===== src/rtl/i4001_bus_if.sv =====
// Bus-side front end for a 4001 program ROM: decodes the eight-phase 4004 cycle,
// addresses a 128x16 memory from A1/A2, returns OPR/OPA in M1/M2, and arbitrates a loader port.
module i4001_bus_if #(
  parameter logic [3:0] CHIP_ID = 4'h0
) (
  input  logic        clk,
  input  logic        rst_n,
  input  logic        sync,
  input  logic [3:0]  d_in,
  output logic [3:0]  d_out,
  output logic        d_oe,
  input  logic        ld_valid,
  input  logic [6:0]  ld_addr,
  input  logic [15:0] ld_data,
  output logic        ld_ready,
  output logic [6:0]  mem_address,
  output logic        mem_we,
  output logic [15:0] mem_in,
  input  logic [15:0] mem_out
);

  localparam int unsigned NW = 4;
  localparam int unsigned AW = 7;

  typedef enum logic [3:0] {
    S_IDLE = 4'd0,
    S_A1   = 4'd1,
    S_A2   = 4'd2,
    S_A3   = 4'd3,
    S_M1   = 4'd4,
    S_M2   = 4'd5,
    S_X1   = 4'd6,
    S_X2   = 4'd7,
    S_X3   = 4'd8
  } state_t;

  state_t          state;
  logic [NW-1:0]   a1;
  logic [NW-1:0]   a2;
  logic [NW-1:0]   a3;
  logic [NW-1:0]   opa_q;
  logic            cs;
  logic [7:0]      sel_byte;
  logic            ld_fire;

  // Chip select follows the captured A3 nibble; only looked at in M1/M2.
  assign cs = (a3 == CHIP_ID);

  // Even byte lives in the upper half of the word.
  assign sel_byte = a1[0] ? mem_out[7:0] : mem_out[15:8];

  // Phase sequencer plus address capture and OPA latch; SYNC always restarts at A1.
  always_ff @(posedge clk or negedge rst_n) begin
    if (!rst_n) begin
      state <= S_IDLE;
      a1    <= '0;
      a2    <= '0;
      a3    <= '0;
      opa_q <= '0;
    end else begin
      case (state)
        S_A1:    a1 <= d_in;
        S_A2:    a2 <= d_in;
        S_A3:    a3 <= d_in;
        S_M1:    if (!sync) opa_q <= sel_byte[3:0];
        default: ;
      endcase
      if (sync) begin
        state <= S_A1;
      end else begin
        case (state)
          S_A1:    state <= S_A2;
          S_A2:    state <= S_A3;
          S_A3:    state <= S_M1;
          S_M1:    state <= S_M2;
          S_M2:    state <= S_X1;
          S_X1:    state <= S_X2;
          S_X2:    state <= S_X3;
          default: state <= S_IDLE;
        endcase
      end
    end
  end

  // The A3 and M1 edges belong to the bus read, so the loader is held off there.
  assign ld_ready    = (state != S_A3) && (state != S_M1);
  assign ld_fire     = ld_valid && ld_ready && rst_n;
  assign mem_we      = ld_fire;
  assign mem_in      = ld_data;
  assign mem_address = ld_fire ? ld_addr : AW'({a2, a1[3:1]});

  // Bus drive decode; OPR straight from memory in M1, OPA from the latch in M2.
  always_comb begin
    d_oe  = 1'b0;
    d_out = '0;
    case (state)
      S_M1: begin
        d_oe = cs;
        if (cs) d_out = sel_byte[7:4];
      end
      S_M2: begin
        d_oe = cs;
        if (cs) d_out = opa_q;
      end
      default: ;
    endcase
  end

endmodule


===== config.mk =====
export PLATFORM = sky130hd
export DESIGN_NAME = i4001_bus_if
export DESIGN_NICKNAME = d
export VERILOG_FILES = /design/src/rtl/i4001_bus_if.sv
export SDC_FILE = /design/constraint.sdc
export NUM_CORES = 1
export LEC_CHECK = 0
export BUFFER_PORTS_ARGS = -buffer_cell sky130_fd_sc_hd__buf_2
export CAP_MARGIN = 15
export CORE_UTILIZATION = 44
export CTS_BUF_LIST = sky130_fd_sc_hd__clkbuf_4 sky130_fd_sc_hd__clkbuf_8
export CTS_CLUSTER_DIAMETER = 120
export DETAILED_ROUTE_END_ITERATION = 8
export HOLD_SLACK_MARGIN = 0.06
export MAX_ROUTING_LAYER = met4
export PLACE_DENSITY = 0.82
export SLEW_MARGIN = 30
export SYNTH_ARGS = -nofsm -noshare
export SYNTH_HDL_FRONTEND = slang
export SYNTH_SLANG_ARGS = --single-unit

===== constraint.sdc =====
create_clock -name clk -period 2 [get_ports clk]
set_clock_uncertainty 0.1 [all_clocks]
set_input_delay 0.2 -clock clk [delete_from_list [all_inputs] [get_ports clk]]
set_output_delay 0.2 -clock clk [all_outputs]
set_load 0.005 [all_outputs]

==> summary.txt <==
FF-to-FF setup slack: 0.16 ns
Adder-cell area share of the yosys netlist: 0%
Most frequent cells in the layout: buf_2 (42), mux2_2 (31), dfrtp_1 (19)
Post-synthesis compound-gate area fraction: 0.615%
Ports: 77
Layout cells sized above 1: 68.5%
Mapped cell area: 1220 sq um
Largest net degree at the start of global routing: 21
Crit path to: d_out[3]
Hold Crit Class: in2reg
Cts bufs inserted: 3
Commonest non-fill, non-tap cell in the layout: buf_2
FF-to-FF path depth: 4
Area grow syn2layout: 28.0%
Final Power: 1500 uW
Syn Inst Count: 102
Die Height: 54.7 um
Startpoint Class: flip-flop
Fin. max-slew vios: 0
Total clock sinks: 20
WP data required: 1.70 ns
Power per standard cell area: 962 nW/um^2
Max_cap viols: 0
Die area: 2990 sq um
Leak pwr: 0.000745 uW
Crit-path leading delay family: simple AND/OR/NAND/NOR gates
First-pass GRT wire length: 3930 um
Cell depth of the worst setup path: 4
Post-Syn Area per Cell: 12.0 sq um
Origin of the worst setup path: a3[1]$_DFFE_PN0P_
Arr. time, crit path: 1.82 ns
Hold Fails Final Rpt: 0
WS Path Type: reg2out
Post-synthesis xor/xnor area fraction: 1.44%
CP Cell Sequence: or4_1 -> or3_4 -> nor2_1 -> buf_2
Hold WS: 0.0689 ns
Yosys cell types: 21
Final setup vio count: 12
Final cell count without fillers: 176
Crit path time final: 2.12 ns
Placed cells: 162
Vias in the first global route: 904
CTS clk-pin slew, worst paths: 0.11 ns
DP Worst Slack: 0.145 ns
Gr ovfl total: 0
Rel. slew slack: 75.8%
DR vias/cell: 5.03
Wirelength per Cell: 14.9 um
Clk buf depth: 2
Failing checks: negative setup slack
Status: complete, but fails checks
Launch point of the worst reg-to-reg path: state[0]$_DFF_PN0_
Synth warn: 0
Final net count: 194
Worst Tran Pin Value: 0.363 ns
Area after DPL: 1380 sq um
Simple-gate share of the synthesized area: 11.6%
DR DRC count: 0
Worst setup EP type: primary output
Largest family of logic cells by synthesized area: multiplexers
HPWL after DPL: 2030 um
Critical-path maximum fanout: 5
Sequential area share after synthesis: 41.0%
1st-pass router iterations: 3
Core Rows: 18
Clk_lat worst skew: 0.29 ns
Syn Nets: 149
Post-route ant nets: 0
Area of the core: 2540 sq um
RSZ-0062 raised after global routing: true
CTS root buffer: clkbuf_4
Crit path buf inv count: 1
Die Width: 54.7 um
Number of I/O port buffers: 44
Worst Slack Setup Final: -0.117 ns
Worst R2R End: opa_q[0]$_DFFE_PN0P_
Tot GR Track Use: 19.3%
Initial Util: 47.9%
CTS H-tree depth: 1
Max Clk Rate: 472 MHz
VDD IR-drop max: 795 uV
Final WL: 2620 um
Design area: 1560 sq um
Crit share post-route: 106%
Violation count after the first detailed-route iteration: 5
Initial antenna violation count: 0
FF+latch count, synth: 20
Delay of the slowest cell on the worst path: 0.52 ns
TritonCTS clock tree: built
Mux contribution to synthesized area: 31.9%
Antenna cell count: 0
Via count: 886
GP Congestion: 0.703
CP max stage cell: or4_1
[layer usage]
layer | up-vias | routed length [um] | global-route usage (%)
met4 | 0 | 25 | 5.56
met3 | 6 | 142 | 2.50
li1 | 426 | - | -
met2 | 32 | 1480 | 34.9
met1 | 422 | 976 | 21.8
met5 | - | 0 | -
[cells by family after synthesis]
| logic type | after synthesis |
|---|---|
| multiplexers | 35 |
| buffers and inverters | 24 |
| flip-flops | 20 |
| AND/OR/NAND/NOR | 20 |
| XOR/XNOR | 2 |
| AO/OA/AOI/OAI | 1 |
[flip-flops by register name, summed over array words and instances, names as in the netlist]
register  cells
opa_q         4
a2            4
a1            4
state         4
a3            4
[power breakdown]
group	switching [uW]	internal (uW)	total [uW]
combinational	206	399	606
clock	114	111	225
sequential	106	565	671
[Yosys cell counts]
| library cell | instances | area (sq um) |
|---|---|---|
| nor2_1 | 6 | 22.5 |
| nand2b_1 | 1 | 6.26 |
| buf_6 | 1 | 11.3 |
| dfrtp_1 | 20 | 500 |
| nor4b_1 | 2 | 17.5 |
| or3_1 | 1 | 6.26 |
| nor3_1 | 2 | 10.0 |
| clkbuf_1 | 2 | 7.51 |
| mux2i_1 | 4 | 40.0 |
| xor2_1 | 1 | 8.76 |
| nor4b_2 | 2 | 30.0 |
| mux2_2 | 31 | 349 |
| buf_4 | 17 | 128 |
| xnor2_1 | 1 | 8.76 |
| nand2_1 | 2 | 7.51 |
| o31ai_1 | 1 | 7.51 |
| buf_2 | 2 | 10.0 |
| nor4bb_1 | 1 | 10.0 |
| or4_1 | 2 | 15.0 |
| nor3_4 | 1 | 16.3 |
| inv_1 | 2 | 7.51 |
[worst min-delay path by stage]
stage,to,slack [ns],cells after the start,from
after floorplan,a1[0]$_DFFE_PN0P_,-0.20,0,rst_n
after global placement,a1[3]$_DFFE_PN0P_,0.12,2,rst_n
after detailed placement,a2[3]$_DFFE_PN0P_,0.12,2,rst_n
after CTS,a3[3]$_DFFE_PN0P_,0.06,2,d_in[3]
after global routing,a1[1]$_DFFE_PN0P_,0.07,2,d_in[1]
final,a2[0]$_DFFE_PN0P_,0.07,2,d_in[0]
[metrics by stage]
stage          TNS [ns]  util [%]
6_report         -0.871      61.4
3_5_place_dp          0      54.3
2_1_floorplan         0         -
4_1_cts           -1.19      58.1
5_1_grt           -1.89      61.4
3_3_place_gp          0      54.3
[worst register-to-register path: stages (launching register included)]
cell and delay (ns):
dfrtp_1 0.41, buf_6 0.14, buf_4 0.16, or4_1 0.62, mux2_2 0.32
[timing repair]
item                                   CTS  global route
buffers inserted                         2             6
hold buffers                             2             2
endpoints found under the hold margin   24             3
setup endpoints to repair               12            12
resized for setup                        3             6
pin swaps                                6             4
[area by class of cell]
cell class,instances,area (sq um)
clock buffers,4,36.3
repair buffers,62,394
well taps,30,37.5
inverters,2,7.51
flip-flops and latches,20,502
fillers,219,983
multi-input cells,58,584
Power figures use the tool's default switching activity.
